**src/rtl/sirv_uartrx_fifo.sv**
```systemverilog
// Receive-side byte FIFO behind the UART receiver: non-stallable enqueue, valid/ready dequeue,
// watermark and sticky overflow flags. Optional idle timeout enabled by SIRV_UARTRX_FIFO_TMO_EN.
module sirv_uartrx_fifo #(
  parameter int unsigned DEPTH = 8,
  parameter int unsigned AW    = 3
) (
  input  logic          clock,
  input  logic          reset,
  input  logic          io_en,
  input  logic          io_enq_valid,
  input  logic [7:0]    io_enq_bits,
  output logic          io_deq_valid,
  input  logic          io_deq_ready,
  output logic [7:0]    io_deq_bits,
  input  logic          io_flush,
  input  logic [AW-1:0] io_rxwm,
  output logic          io_ip_rxwm,
  output logic [AW:0]   io_count,
  output logic          io_overflow,
  input  logic          io_clr_ovf,
  input  logic [15:0]   io_tmo_cycles,
  output logic          io_ip_tmo
);

  localparam int unsigned CW = AW + 1;
  localparam logic [CW-1:0] FULL_CNT = CW'(DEPTH);

  logic [7:0]    mem [DEPTH];
  logic [AW-1:0] wp;
  logic [AW-1:0] rp;
  logic [CW-1:0] count;
  logic          overflow;
  logic          enq;
  logic          deq;
  logic          full;
  logic          accept;
  logic          drop;

  // Flush overrides both ports, so it also suppresses writes and overflow marking.
  assign enq    = io_en & io_enq_valid;
  assign deq    = io_deq_valid & io_deq_ready;
  assign full   = (count == FULL_CNT);
  assign accept = enq & ~io_flush & (~full | deq);
  assign drop   = enq & ~io_flush & full & ~deq;

  assign io_deq_valid = (count != '0);
  assign io_deq_bits  = mem[rp];
  assign io_ip_rxwm   = (count > CW'(io_rxwm));
  assign io_count     = count;
  assign io_overflow  = overflow;

  // Pointer and occupancy tracking
  always_ff @(posedge clock or posedge reset) begin
    if (reset) begin
      wp    <= '0;
      rp    <= '0;
      count <= '0;
    end else if (io_flush) begin
      wp    <= '0;
      rp    <= '0;
      count <= '0;
    end else begin
      if (accept) wp <= wp + AW'(1);
      if (deq)    rp <= rp + AW'(1);
      if (accept && !deq)      count <= count + CW'(1);
      else if (deq && !accept) count <= count - CW'(1);
    end
  end

  // Byte storage; contents need no reset since pointers define validity
  always_ff @(posedge clock) begin
    if (accept) mem[wp] <= io_enq_bits;
  end

  // Sticky overflow: a new loss wins over a simultaneous clear
  always_ff @(posedge clock or posedge reset) begin
    if (reset)           overflow <= 1'b0;
    else if (drop)       overflow <= 1'b1;
    else if (io_clr_ovf) overflow <= 1'b0;
  end

`ifdef SIRV_UARTRX_FIFO_TMO_EN
  logic [15:0] idle;
  logic        ip_tmo;
  logic        tmo_hit;

  assign tmo_hit   = (count != '0) && (io_tmo_cycles != 16'd0) && (idle == io_tmo_cycles);
  assign io_ip_tmo = ip_tmo;

  // Idle counter saturates so a long-quiet FIFO keeps its pending flag stable
  always_ff @(posedge clock or posedge reset) begin
    if (reset) begin
      idle   <= 16'd0;
      ip_tmo <= 1'b0;
    end else begin
      if (accept || deq || io_flush || (count == '0)) idle <= 16'd0;
      else if (idle != 16'hFFFF)                      idle <= idle + 16'd1;
      if (deq || io_flush) ip_tmo <= 1'b0;
      else if (tmo_hit)    ip_tmo <= 1'b1;
    end
  end
`else
  logic unused_tmo_cycles;
  assign unused_tmo_cycles = ^io_tmo_cycles;
  assign io_ip_tmo         = 1'b0;
`endif

endmodule

```
**config.mk**
```make
export PLATFORM = sky130hd
export DESIGN_NAME = sirv_uartrx_fifo
export DESIGN_NICKNAME = d
export VERILOG_FILES = /design/src/rtl/sirv_uartrx_fifo.sv
export SDC_FILE = /design/constraint.sdc
export NUM_CORES = 1
export LEC_CHECK = 0
export BUFFER_PORTS_ARGS = -buffer_cell sky130_fd_sc_hd__clkbuf_2
export CORE_UTILIZATION = 60
export DETAILED_ROUTE_END_ITERATION = 10
export PLACE_DENSITY = 0.84
export SYNTH_ARGS = -nofsm -noshare
export SYNTH_HDL_FRONTEND = slang
export SYNTH_SLANG_ARGS = --single-unit
export TNS_END_PERCENT = 30
```
**constraint.sdc**
```tcl
create_clock -name clock -period 5.4 [get_ports clock]
set_input_delay 0.54 -clock clock [delete_from_list [all_inputs] [get_ports clock]]
set_output_delay 0.54 -clock clock [all_outputs]
set_load 0.01 [all_outputs]
```
---- Word-level counts from Yosys, hierarchy flattened ----
Memories as Yosys holds them, arrays and structs flattened.
Index checks and enable logic that the tools add are counted.
operators by class
  muxes and demuxes ....................... 11
  add/sub/neg operators ................... 4
  bitwise logic cells ..................... 10
  $lt $le $gt $ge ......................... 1
  equal/unequal tests ..................... 1
  reductions and logical operators ........ 9
operator list
  cell                                                                 number
  3-bit two-way mux                                                    4
  4-bit two-way mux                                                    3
  3-bit by 1-bit adder with 3-bit output (second input constant)       2
  1-bit bitwise AND                                                    6
  2-bit nonzero test                                                   3
  4-bit by 1-bit adder with 4-bit output (second input constant)       1
  4-bit equality test (second input constant)                          1
  4-bit by 3-bit greater-than comparator with 1-bit output             1
  1-bit two-way mux                                                    4
  4-bit nonzero test                                                   1
  4-bit by 1-bit subtractor with 4-bit output (second input constant)  1
  1-bit NOT                                                            3
  3-bit nonzero test                                                   1
  1-bit logical AND                                                    2
  1-bit zero test                                                      2
  1-bit OR                                                             1
storage, ports and cells
  bits in registers ....................... 11
  memory bits (writable) .................. 64
  input port bits ......................... 34
  output and inout bits ................... 16
  memories kept ........................... 1
memories
  memory  depth  width  rd ports  clocked after Yosys merged registers in  wr ports  line  RTL
  mem     8      8      1         0                                        1         28    logic [7:0] mem [DEPTH];

---- Logic depth before layout (Yosys ltp) ----
Gate-level depths: netlist (run 1).
  word-level depth ........................ 9
  gate-level depth with buffers ........... 9
  depth with buffers taken out ............ 8

---- Least setup slack after synthesis (run 1) ----
OpenSTA, ideal clock, no wires.
  path type ............................... register to register
  from .................................... register count[0], in the netlist io_count[0]
  to ...................................... register count[3], in the netlist io_count[3]
  clock period less this slack ............ 2.496 ns
  stages on the path, launching flop included .. 10
  buffers on the path ..................... 1
  library setup time ...................... 0.082 ns
  path slack .............................. 2.904 ns
  data arrival time ....................... 2.413 ns
  data required time ...................... 5.318 ns
  path through ............................ dfrtp_1 > or4_1 > buf_6 > nand2_1 > nand2_1 > ha_1 > a21o_2 > a2111oi_0 > o21bai_1 > a31oi_1
on the way
  cells in the longest elaborated chain, start to end .. 7
RTL lines
  element                                                  line    RTL
  from (decl)                                              31      logic [CW-1:0] count;
  from (signal assigned)                                   65      if (accept && !deq) count <= count + CW'(1);
  from (signal assigned)                                   66      else if (deq && !accept) count <= count - CW'(1);
  4-bit nonzero test *                                     46      assign io_deq_valid = (count != '0);
  named net io_deq_valid                                   12      output logic io_deq_valid,
  1-bit bitwise AND *                                      41      assign deq = io_deq_valid & io_deq_ready;
  1-bit OR                                                 43      assign accept = enq & ~io_flush & (~full | deq);
  1-bit bitwise AND                                        43
  1-bit logical AND or 1-bit zero test (tied branches)     65, 66
  4-bit two-way mux or 1-bit logical AND (tied branches)   65, 66
  4-bit two-way mux or 3-bit nonzero test (tied branches)  -
Mark *: on every way through the listed nets, which the timed path passes. The rest lies on a longest branch. The select of a mux whose other input is x is not followed.
A chain may end at the register's enable or synchronous reset.

---- Final worst setup path (run 1) ----
  from .................................... register rp[0]
  to ...................................... output port io_deq_bits[7]
on the way
  cells in the longest elaborated chain, start to end .. 1
RTL lines
  element                 line  RTL
  from (decl)             30    logic [AW-1:0] rp;
  from (signal assigned)  64    if (deq) rp <= rp + AW'(1);
  memory 8 x 8 bit        -
  to (decl)               14    output logic [7:0] io_deq_bits,
Every way passes these cells.

==> results.toml, run 1 <==
[critical_path]
endpoint_kind = "primary output"
cp_max_fo = 18
cp-start-kind = "register"
cp.required_ps = 4860
crit_type = "reg2out"
critical-path-max-stage-delay_ps = 1060
crit_arrival_ps = 2430
slowest_stage = "dfrtp_1"
crit_chain = "mux4_2 > mux2_2 > clkbuf_2"

[pwr]
ir_drop_uv = 221.1
p_leak_uw = 0.001325
power.density_mw_per_mm2 = 418.5

[die]
coreArea_mm2 = 0.005172
initial_core_util = 0.6277
die-area_mm2 = 0.005709
rows = 26
ioPinCount = 50
die-width_um = 75.56
fp.dieH_um = 75.56

[clock_tree]
cts_setup_buffers = 0
worstSkewPairLatency_ps = 340
path_clk_slew_ps = 70
clock_sinks = 75
cts_buffers = 9
post_cts_resize_count = 0
cts_tree = "yes"
root_buffer = "clkbuf_8"
holdBufCountCts = 0
htree_levels = 3
clock_path_buffers = 2

[sta]
final.setup.tns_ps = 0
setup_viol = 0
rsz0062_at_grt = "false"
clock_skew_ps = 10.61
hold_ws_ps = 170.7
hold_viol = 0
worst_pin_slew_ps = 1078
final_max_slew_viol_count = 0
min_period_ps = 2967
worst_slack_ps = 2433
max_freq_ghz = 0.3371
fin_crit_sh = 0.5494
slew_headroom = 0.2813

[yosys]
ys_types = 39
ys_seq_area_frac = 0.6767
synth_most_common_cell = "edfxtp_1"
async_reset_ff_frac = 0.1467
ys_seq_elements = 75
ys.flop_type = "edfxtp_1"
synth_area_mm2 = 0.003247
syn_area_per_cell_um2 = 17.09
synth.largest_area_cell = "edfxtp_1"
synth_fp_nets = 232
ys_top_cells_by_area = "edfxtp_1 59%, mux4_2 11%, dfrtp_1 8.5%, mux2_2 2.8%, ha_1 2.7%"
synth_common_cells = "64 x edfxtp_1, 16 x mux4_2, 14 x nor2_1"
synthCells = 190
synth-edff-count = 64
yosysWarnings = 0
synth_top_area_share = 0.5919

[placement]
placed_cells = 285
portBuffers = 32
dp_hpwl_um = 3680
place_congestion = 0.7222
dp_slack_ps = 2721

[cells_and_area]
fin_nets = 268
drive_above_1_share = 0.3377
finalNonFillerCells = 301
n_antenna_cell = 0
syn_to_final_growth_pct = 13.95
seq_area_mm2 = 0.002197
multi_input_area_um2 = 970.9
fill_cells = 327

[route]
wl_per_cell_um = 18.59
ant_nets = 0
vias = 1736
drt_iter0_drc = 79
routed_wl_um = 5595
routed_via_density = 5.767
dr.pass1.iters = 4
drc_errors = 0

[global_route]
grt_pass1_wl_um = 8659
antenna_found_initial = 0
grt_usage = 0.2267
grt_max_degree = 19
grt_overflow = 0
grt_pass1_vias = 1721

[run_status]
status = "completed"

[worst_hold_path]
holdCritPathClass = "in2async"

[run]
cap_viol_max_count = 0
## layer usage
layer	track usage	wire length, µm
met5	0	0
met4	0.1049	104
met3	0.04762	350
met2	0.3661	2891
met1	0.2998	2248
## sequential cells by signal, indices dropped and copies added, names as in the netlist
signal	flops
io_overflow	1
rp	3
mem	64
wp	3
io_count	4
## path summary, 6_finish.rpt
path	start	end	slack [ps]	cells after the start
worst max register to register	io_count[0]$_DFFE_PP0P_	io_count[3]$_DFFE_PP0P_	2730	8
max in group asynchronous	reset	rp[2]$_DFFE_PP0P_	4920	2
worst min register to register	io_overflow$_DFFE_PP0P_	io_overflow$_DFFE_PP0P_	540	2
min in group clock	io_clr_ovf	io_overflow$_DFFE_PP0P_	390	2
worst min-delay path	reset	io_overflow$_DFFE_PP0P_	170	2
worst max-delay path	rp[0]$_DFFE_PP0P_	io_deq_bits[7]	2430	3
## power by group
group | internal [µW] | switching [µW] | leakage, µW
logic | 181 | 147 | 0.000483
registers | 649 | 63.9 | 0.000724
clock network | 306 | 201 | 0.000117
## cells in the final DEF, fill, tap and decap left out, drive strengths merged, types with 2 or more instances in the layout
cell    count
nand2       8
clkinv      2
a31oi       2
mux2       11
nor3        3
nor2       14
edfxtp     64
o21ai       2
nand3       4
bufinv      3
clkbuf     41
xnor2       2
xor2        3
a21oi       4
mux4       16
a211oi      3
nand2b      4
ha          7
nor2b       2
buf         2
dfrtp      11
inv         9
o21a        2
## worst max-delay path: cells and delay by family (launching register included)
kind	cells	cell delay [ps]
muxes	2	900
DFF	1	1060
buffers and inverters	1	120
## stage by stage
| stage | area, µm² | utilization | total power, µW |
|---|---|---|---|
| floorplan | 3247 | - | 971.3 |
| global placement | 3461 | 0.6691 | 1044 |
| detailed placement | 3461 | 0.6691 | 1058 |
| CTS | 3700 | 0.7153 | 1560 |
| global route | 3700 | 0.7153 | 1622 |
| finish | 3700 | 0.7153 | 1548 |
## cell families (layout without fill, tap and decap cells)
kind of cell,Yosys count,after routing,synth area share
AO/OA/AOI/OAI,18,18,0.04393
multiplexers,28,28,0.1522
flip-flops,75,75,0.6767
AND/OR/NAND/NOR,38,38,0.05511
adder cells (fa/ha/maj),8,8,0.03314
buffers and inverters,17,58,0.02428
other,1,1,0.001155
XOR/XNOR,5,5,0.01349
## area by class of cell
| type | instances | share of cell area |
|---|---|---|
| inverters | 8 | 0.008116 |
| well taps | 70 | 0.02367 |
| clock inverters | 7 | 0.03111 |
| flip-flops and latches | 75 | 0.5938 |
| repair buffers | 34 | 0.04735 |
| clock buffers | 9 | 0.03348 |
| multi-input cells | 98 | 0.2624 |
Power figures use the tool's default switching activity.
==> run 2, diff against run 1 <==
CORE_UTILIZATION = 51   (was 60)
PLACE_DENSITY = 0.76   (was 0.84)
clock period = 2.6 ns   (was 5.4 ns; I/O delays follow)
==> results.toml, run 2 (synthesis gave the netlist of run 1 again) <==
[run_status]
status = "completed"

[die]
die-area_mm2 = 0.006690
initial_core_util = 0.5388
die-width_um = 81.79
ioPinCount = 50
fp.dieH_um = 81.79
rows = 28
coreArea_mm2 = 0.006026

[sta]
fin_crit_sh = 0.9453
max_freq_ghz = 0.4069
min_period_ps = 2458
final_max_slew_viol_count = 0
hold_viol = 0
clock_skew_ps = 5.028
setup_viol = 0
rsz0062_at_grt = "false"
final.setup.tns_ps = 0

[critical_path]
path_buf_inv = 0
cp_max_fo = 3
cp.required_ps = 2860
crit_top_cell = "nand2_1"
rr_startpoint = "io_count[2]$_DFFE_PP0P_"
crit_type = "reg2reg"
cp_top_family = "compound AO/OA/AOI/OAI gates"
crit_arrival_ps = 2720
endpoint_kind = "register"
cp-start-kind = "register"
critical-path-max-stage-delay_ps = 550
crit_chain = "or4_1 > nand2_1 > nand2_1 > ha_1 > a21o_2 > a2111oi_1 > o21bai_1 > a31oi_1"
slowest_stage = "or4_1"
cp-startpoint = "io_count[2]$_DFFE_PP0P_"

[clock_tree]
htree_levels = 3
clock_path_buffers = 2
root_buffer = "clkbuf_8"
clock_sinks = 75
cts_buffers = 9
cts_setup_buffers = 0
cts_tree = "yes"
worstSkewPairLatency_ps = 340
path_clk_slew_ps = 70

[pwr]
netSwitchingFraction = 0.2782
ir_drop_uv = 548.5
power.density_mw_per_mm2 = 812.1
total_power_uw = 3077
seqPwrFrac = 0.450
power.internal_uw = 2221
p_leak_uw = 0.001390
pwr-share-clk = 0.270
p_switching_uw = 856.1
p_comb_frac = 0.280

[cells_and_area]
regMostFlops = "mem"
n_antenna_cell = 0
drive_above_1_share = 0.3750
largest_reg_flops = 64
fin_nets = 286
layout_common_cells = "64 x edfxtp_1, 32 x clkbuf_2, 19 x buf_4, 16 x mux4_2, 14 x nor2_1"
finalNonFillerCells = 323
final_common_cell = "edfxtp_1"
final_util = 0.6287
syn_to_final_growth_pct = 16.69

[global_route]
grt_usage = 0.1918
grt_max_degree = 19
grt_overflow = 0
antenna_found_initial = 0
grt_pass1_wl_um = 8680
grt_pass1_vias = 1685

[route]
dr.pass1.iters = 4
routed_via_density = 5.508
routed_wl_um = 5593
vias = 1779
ant_nets = 0
drc_errors = 0
wl_per_cell_um = 17.32
drt_iter0_drc = 109

[worst_hold_path]
hp-start = "io_clr_ovf"
holdCritPathClass = "in2reg"

[placement]
place_congestion = 0.7567
dp_hpwl_um = 3808
placed_cells = 307
portBuffers = 32

[run]
cap_viol_max_count = 0
==> run 2: cell count changes in the layout (fill, tap and decap cells not counted) <==
cell | before | now
dlygate4sd3_1 | 0 | 1
clkinv_4 | 0 | 1
clkbuf_1 | 0 | 1
a2111oi_0 | 1 | 0
a2111oi_1 | 0 | 1
bufinv_16 | 3 | 1
buf_4 | 2 | 19
inv_6 | 1 | 0
==> run 2: what timing repair did <==
| item | 4_1_cts | 5_1_grt |
|---|---|---|
| endpoints found under the setup margin | 0 | 1 |
| endpoints found under the hold margin | 11 | 0 |
| resized for setup | 0 | 1 |
| hold buffers | 1 | 0 |
==> run 2: path summary, 6_finish.rpt <==
check	endpoint	cells after the start	slack [ps]
min in group asynchronous	io_count[2]$_DFFE_PP0P_	3	460
max in group asynchronous	io_overflow$_DFFE_PP0P_	3	1830
min reg2reg	io_overflow$_DFFE_PP0P_	2	530
max reg2reg	io_count[3]$_DFFE_PP0P_	8	140
min	io_overflow$_DFFE_PP0P_	2	100
max	io_count[3]$_DFFE_PP0P_	8	140
==> run 2: area by class of cell <==
| type | count | area (µm²) |
|---|---|---|
| clock buffer | 10 | 127.6 |
| tap | 75 | 93.84 |
| sequential | 75 | 2197 |
| inverter | 8 | 30.03 |
| multi-input combinational | 98 | 972.2 |
| timing repair buffer | 52 | 312.8 |
| fill | 430 | 2237 |
| clock inverter | 5 | 55.05 |
==> run 2: worst register-to-register path, cell delays in order, from the launching register on <==
cell	delay, ps
dfrtp_1	390
or4_1	550
nand2_1	160
nand2_1	110
ha_1	310
a21o_2	210
a2111oi_1	380
o21bai_1	120
a31oi_1	150
==> run 2: per-stage QoR <==
step	hold slack [ps]	area, µm²	setup slack (ps)
6_report	103.8	3789	142.2
4_1_cts	89.29	3787	137.6
5_1_grt	95.46	3789	4.523
2_1_floorplan	112.4	3247	104.5
3_3_place_gp	264.5	3595	171.0
3_5_place_dp	275.2	3595	155.4
==> run 2: routing by layer <==
layer | GRT usage | part of all wire | vias to the layer above
li1 | - | - | 842
met5 | 0 | 0 | -
met3 | 0.05556 | 0.032 | 14
met4 | 0.09298 | 0.023 | 0
met1 | 0.2456 | 0.46 | 888
met2 | 0.3000 | 0.48 | 35
==> run 2: power by group through the flow <==
stage	Clock (µW)	Sequential, µW	Combinational (µW)
global placement	0	1410	849
detailed placement	0	1410	867
finish	831	1380	862
global route	891	1390	960
floorplan	0	1430	590
CTS	854	1380	870
==> run 3, diff against run 2 <==
--- a/config.mk
+++ b/config.mk
@@ -9,5 +9,5 @@
 export CORE_UTILIZATION = 51
 export DETAILED_ROUTE_END_ITERATION = 10
-export PLACE_DENSITY = 0.76
+export PLACE_DENSITY_LB_ADDON = 0.25
 export SYNTH_ARGS = -nofsm -noshare
 export SYNTH_HDL_FRONTEND = slang
==> constraint.sdc (replaced) <==
create_clock -name clock -period 2.6 [get_ports clock]
set_input_delay 0 -clock clock [delete_from_list [all_inputs] [get_ports clock]]
set_output_delay 0 -clock clock [all_outputs]
set_load 0.01 [all_outputs]
==> results.toml, run 3 (synthesis gave the netlist of run 1 again) <==
[run_status]
status = "completed"

[die]
rows = 28
die-width_um = 81.79
fp.dieH_um = 81.79
coreArea_mm2 = 0.006026
die-area_mm2 = 0.006690
initial_core_util = 0.5388
ioPinCount = 50

[route]
drt_iter0_drc = 105
routed_wl_um = 5608
ant_nets = 0
vias = 1773
routed_via_density = 5.389
dr.pass1.iters = 4
drc_errors = 0
wl_per_cell_um = 17.05

[critical_path]
cp-startpoint = "io_count[2]$_DFFE_PP0P_"
endpoint_kind = "register"
rr_worst_depth = 8
r2r_end = "io_count[3]$_DFFE_PP0P_"
crit_arrival_ps = 2650
cp-start-kind = "register"
cp.required_ps = 2850
endpoint = "io_count[3]$_DFFE_PP0P_"
cp_max_fo = 3
rr_startpoint = "io_count[2]$_DFFE_PP0P_"
r2r_slack_ps = 200
crit_type = "reg2reg"

[sta]
hold_viol = 0
hold_ws_ps = 46.67
setup_viol = 0
clock_skew_ps = 8.617
worst_pin_slew_ps = 791.8
fin_crit_sh = 0.9228
min_period_ps = 2399
rsz0062_at_grt = "false"
slew_headroom = 0.4721
max_freq_ghz = 0.4168
final_max_slew_viol_count = 0
final.setup.tns_ps = 0

[clock_tree]
cts_tree = "yes"
clock_path_buffers = 2
clock_sinks = 75
htree_levels = 3
worstSkewPairLatency_ps = 340
cts_setup_buffers = 0
cts_buffers = 9
path_clk_slew_ps = 80
root_buffer = "clkbuf_8"

[run]
cap_viol_max_count = 0

[global_route]
grt_overflow = 0
grt_usage = 0.1937
grt_pass1_vias = 1764
grt_max_degree = 19
grt_pass1_wl_um = 8866
antenna_found_initial = 0

[cells_and_area]
finalNonFillerCells = 329
regMostFlops = "mem"
final_common_cell = "edfxtp_1"
largest_reg_flops = 64
layout_common_cells = "64 x edfxtp_1, 32 x clkbuf_2, 16 x mux4_2, 14 x nor2_1, 14 x buf_4"
syn_to_final_growth_pct = 19.23
n_antenna_cell = 0
fin_nets = 291
drive_above_1_share = 0.3780

[pwr]
p_leak_uw = 0.001412
power.density_mw_per_mm2 = 790.6
ir_drop_uv = 379.2

[worst_hold_path]
hp-start = "io_deq_ready"
whs_path_depth = 3
holdCritPathClass = "in2reg"

[placement]
place_congestion = 0.7662
placed_cells = 303
portBuffers = 32
dp_hpwl_um = 3631
==> run 3: worst min-delay path by stage <==
| stage | to | slack (ps) |
|---|---|---|
| floorplan | io_count[0]$_DFFE_PP0P_ | -150 |
| global placement | wp[0]$_DFFE_PP0P_ | -2 |
| detailed placement | wp[0]$_DFFE_PP0P_ | 0.8 |
| CTS | rp[1]$_DFFE_PP0P_ | 30 |
| global route | rp[1]$_DFFE_PP0P_ | 100 |
| finish | rp[1]$_DFFE_PP0P_ | 50 |
==> run 3: repair_timing <==
| action | CTS | global route |
|---|---|---|
| resized for setup | 0 | 5 |
| endpoints found under the setup margin | 0 | 1 |
| hold buffers | 10 | 0 |
| endpoints found under the hold margin | 76 | 0 |
==> run 3: layout make-up <==
cell class	instances	area, µm²
Clock buffer	9	123.9
Timing Repair Buffer	57	385.4
Multi-Input combinational cell	98	988.4
Tap cell	75	93.84
Sequential cell	75	2197
Clock inverter	7	52.55
Fill cell	450	2155
Inverter	8	30.03
==> run 3: routing by layer <==
| layer | wire, µm | track usage |
|---|---|---|
| met2 | 2660 | 0.2893 |
| met1 | 2491 | 0.2750 |
| met5 | 0 | 0 |
| met4 | 85 | 0.09298 |
| met3 | 370 | 0.03667 |
==> run 3: report_power, final <==
| part | switching (µW) | total, µW | internal, µW |
|---|---|---|---|
| registers | 74.1 | 1420 | 1350 |
| logic | 399 | 862 | 463 |
| clock network | 425 | 775 | 350 |
==> run 3: worst max-delay path, stage by stage (launching register included) <==
cell	delay (ps)
dfrtp_1	370
or4_1	580
nand2_2	120
nand2_1	100
ha_1	310
a21o_2	220
a2111oi_2	350
o21bai_1	130
a31oi_1	130
==> run 3: metrics by stage <==
step                worst slack [ps]  instance area (µm²)  utilization  total power [µW]
global placement               193.7                 3577       0.5936              2269
finish                         200.7                 3871       0.6424              3060
CTS                            96.78                 3854       0.6395              3072
floorplan                      104.5                 3247            -              2017
global route                   28.23                 3871       0.6424              3222
detailed placement             124.4                 3577       0.5936              2290
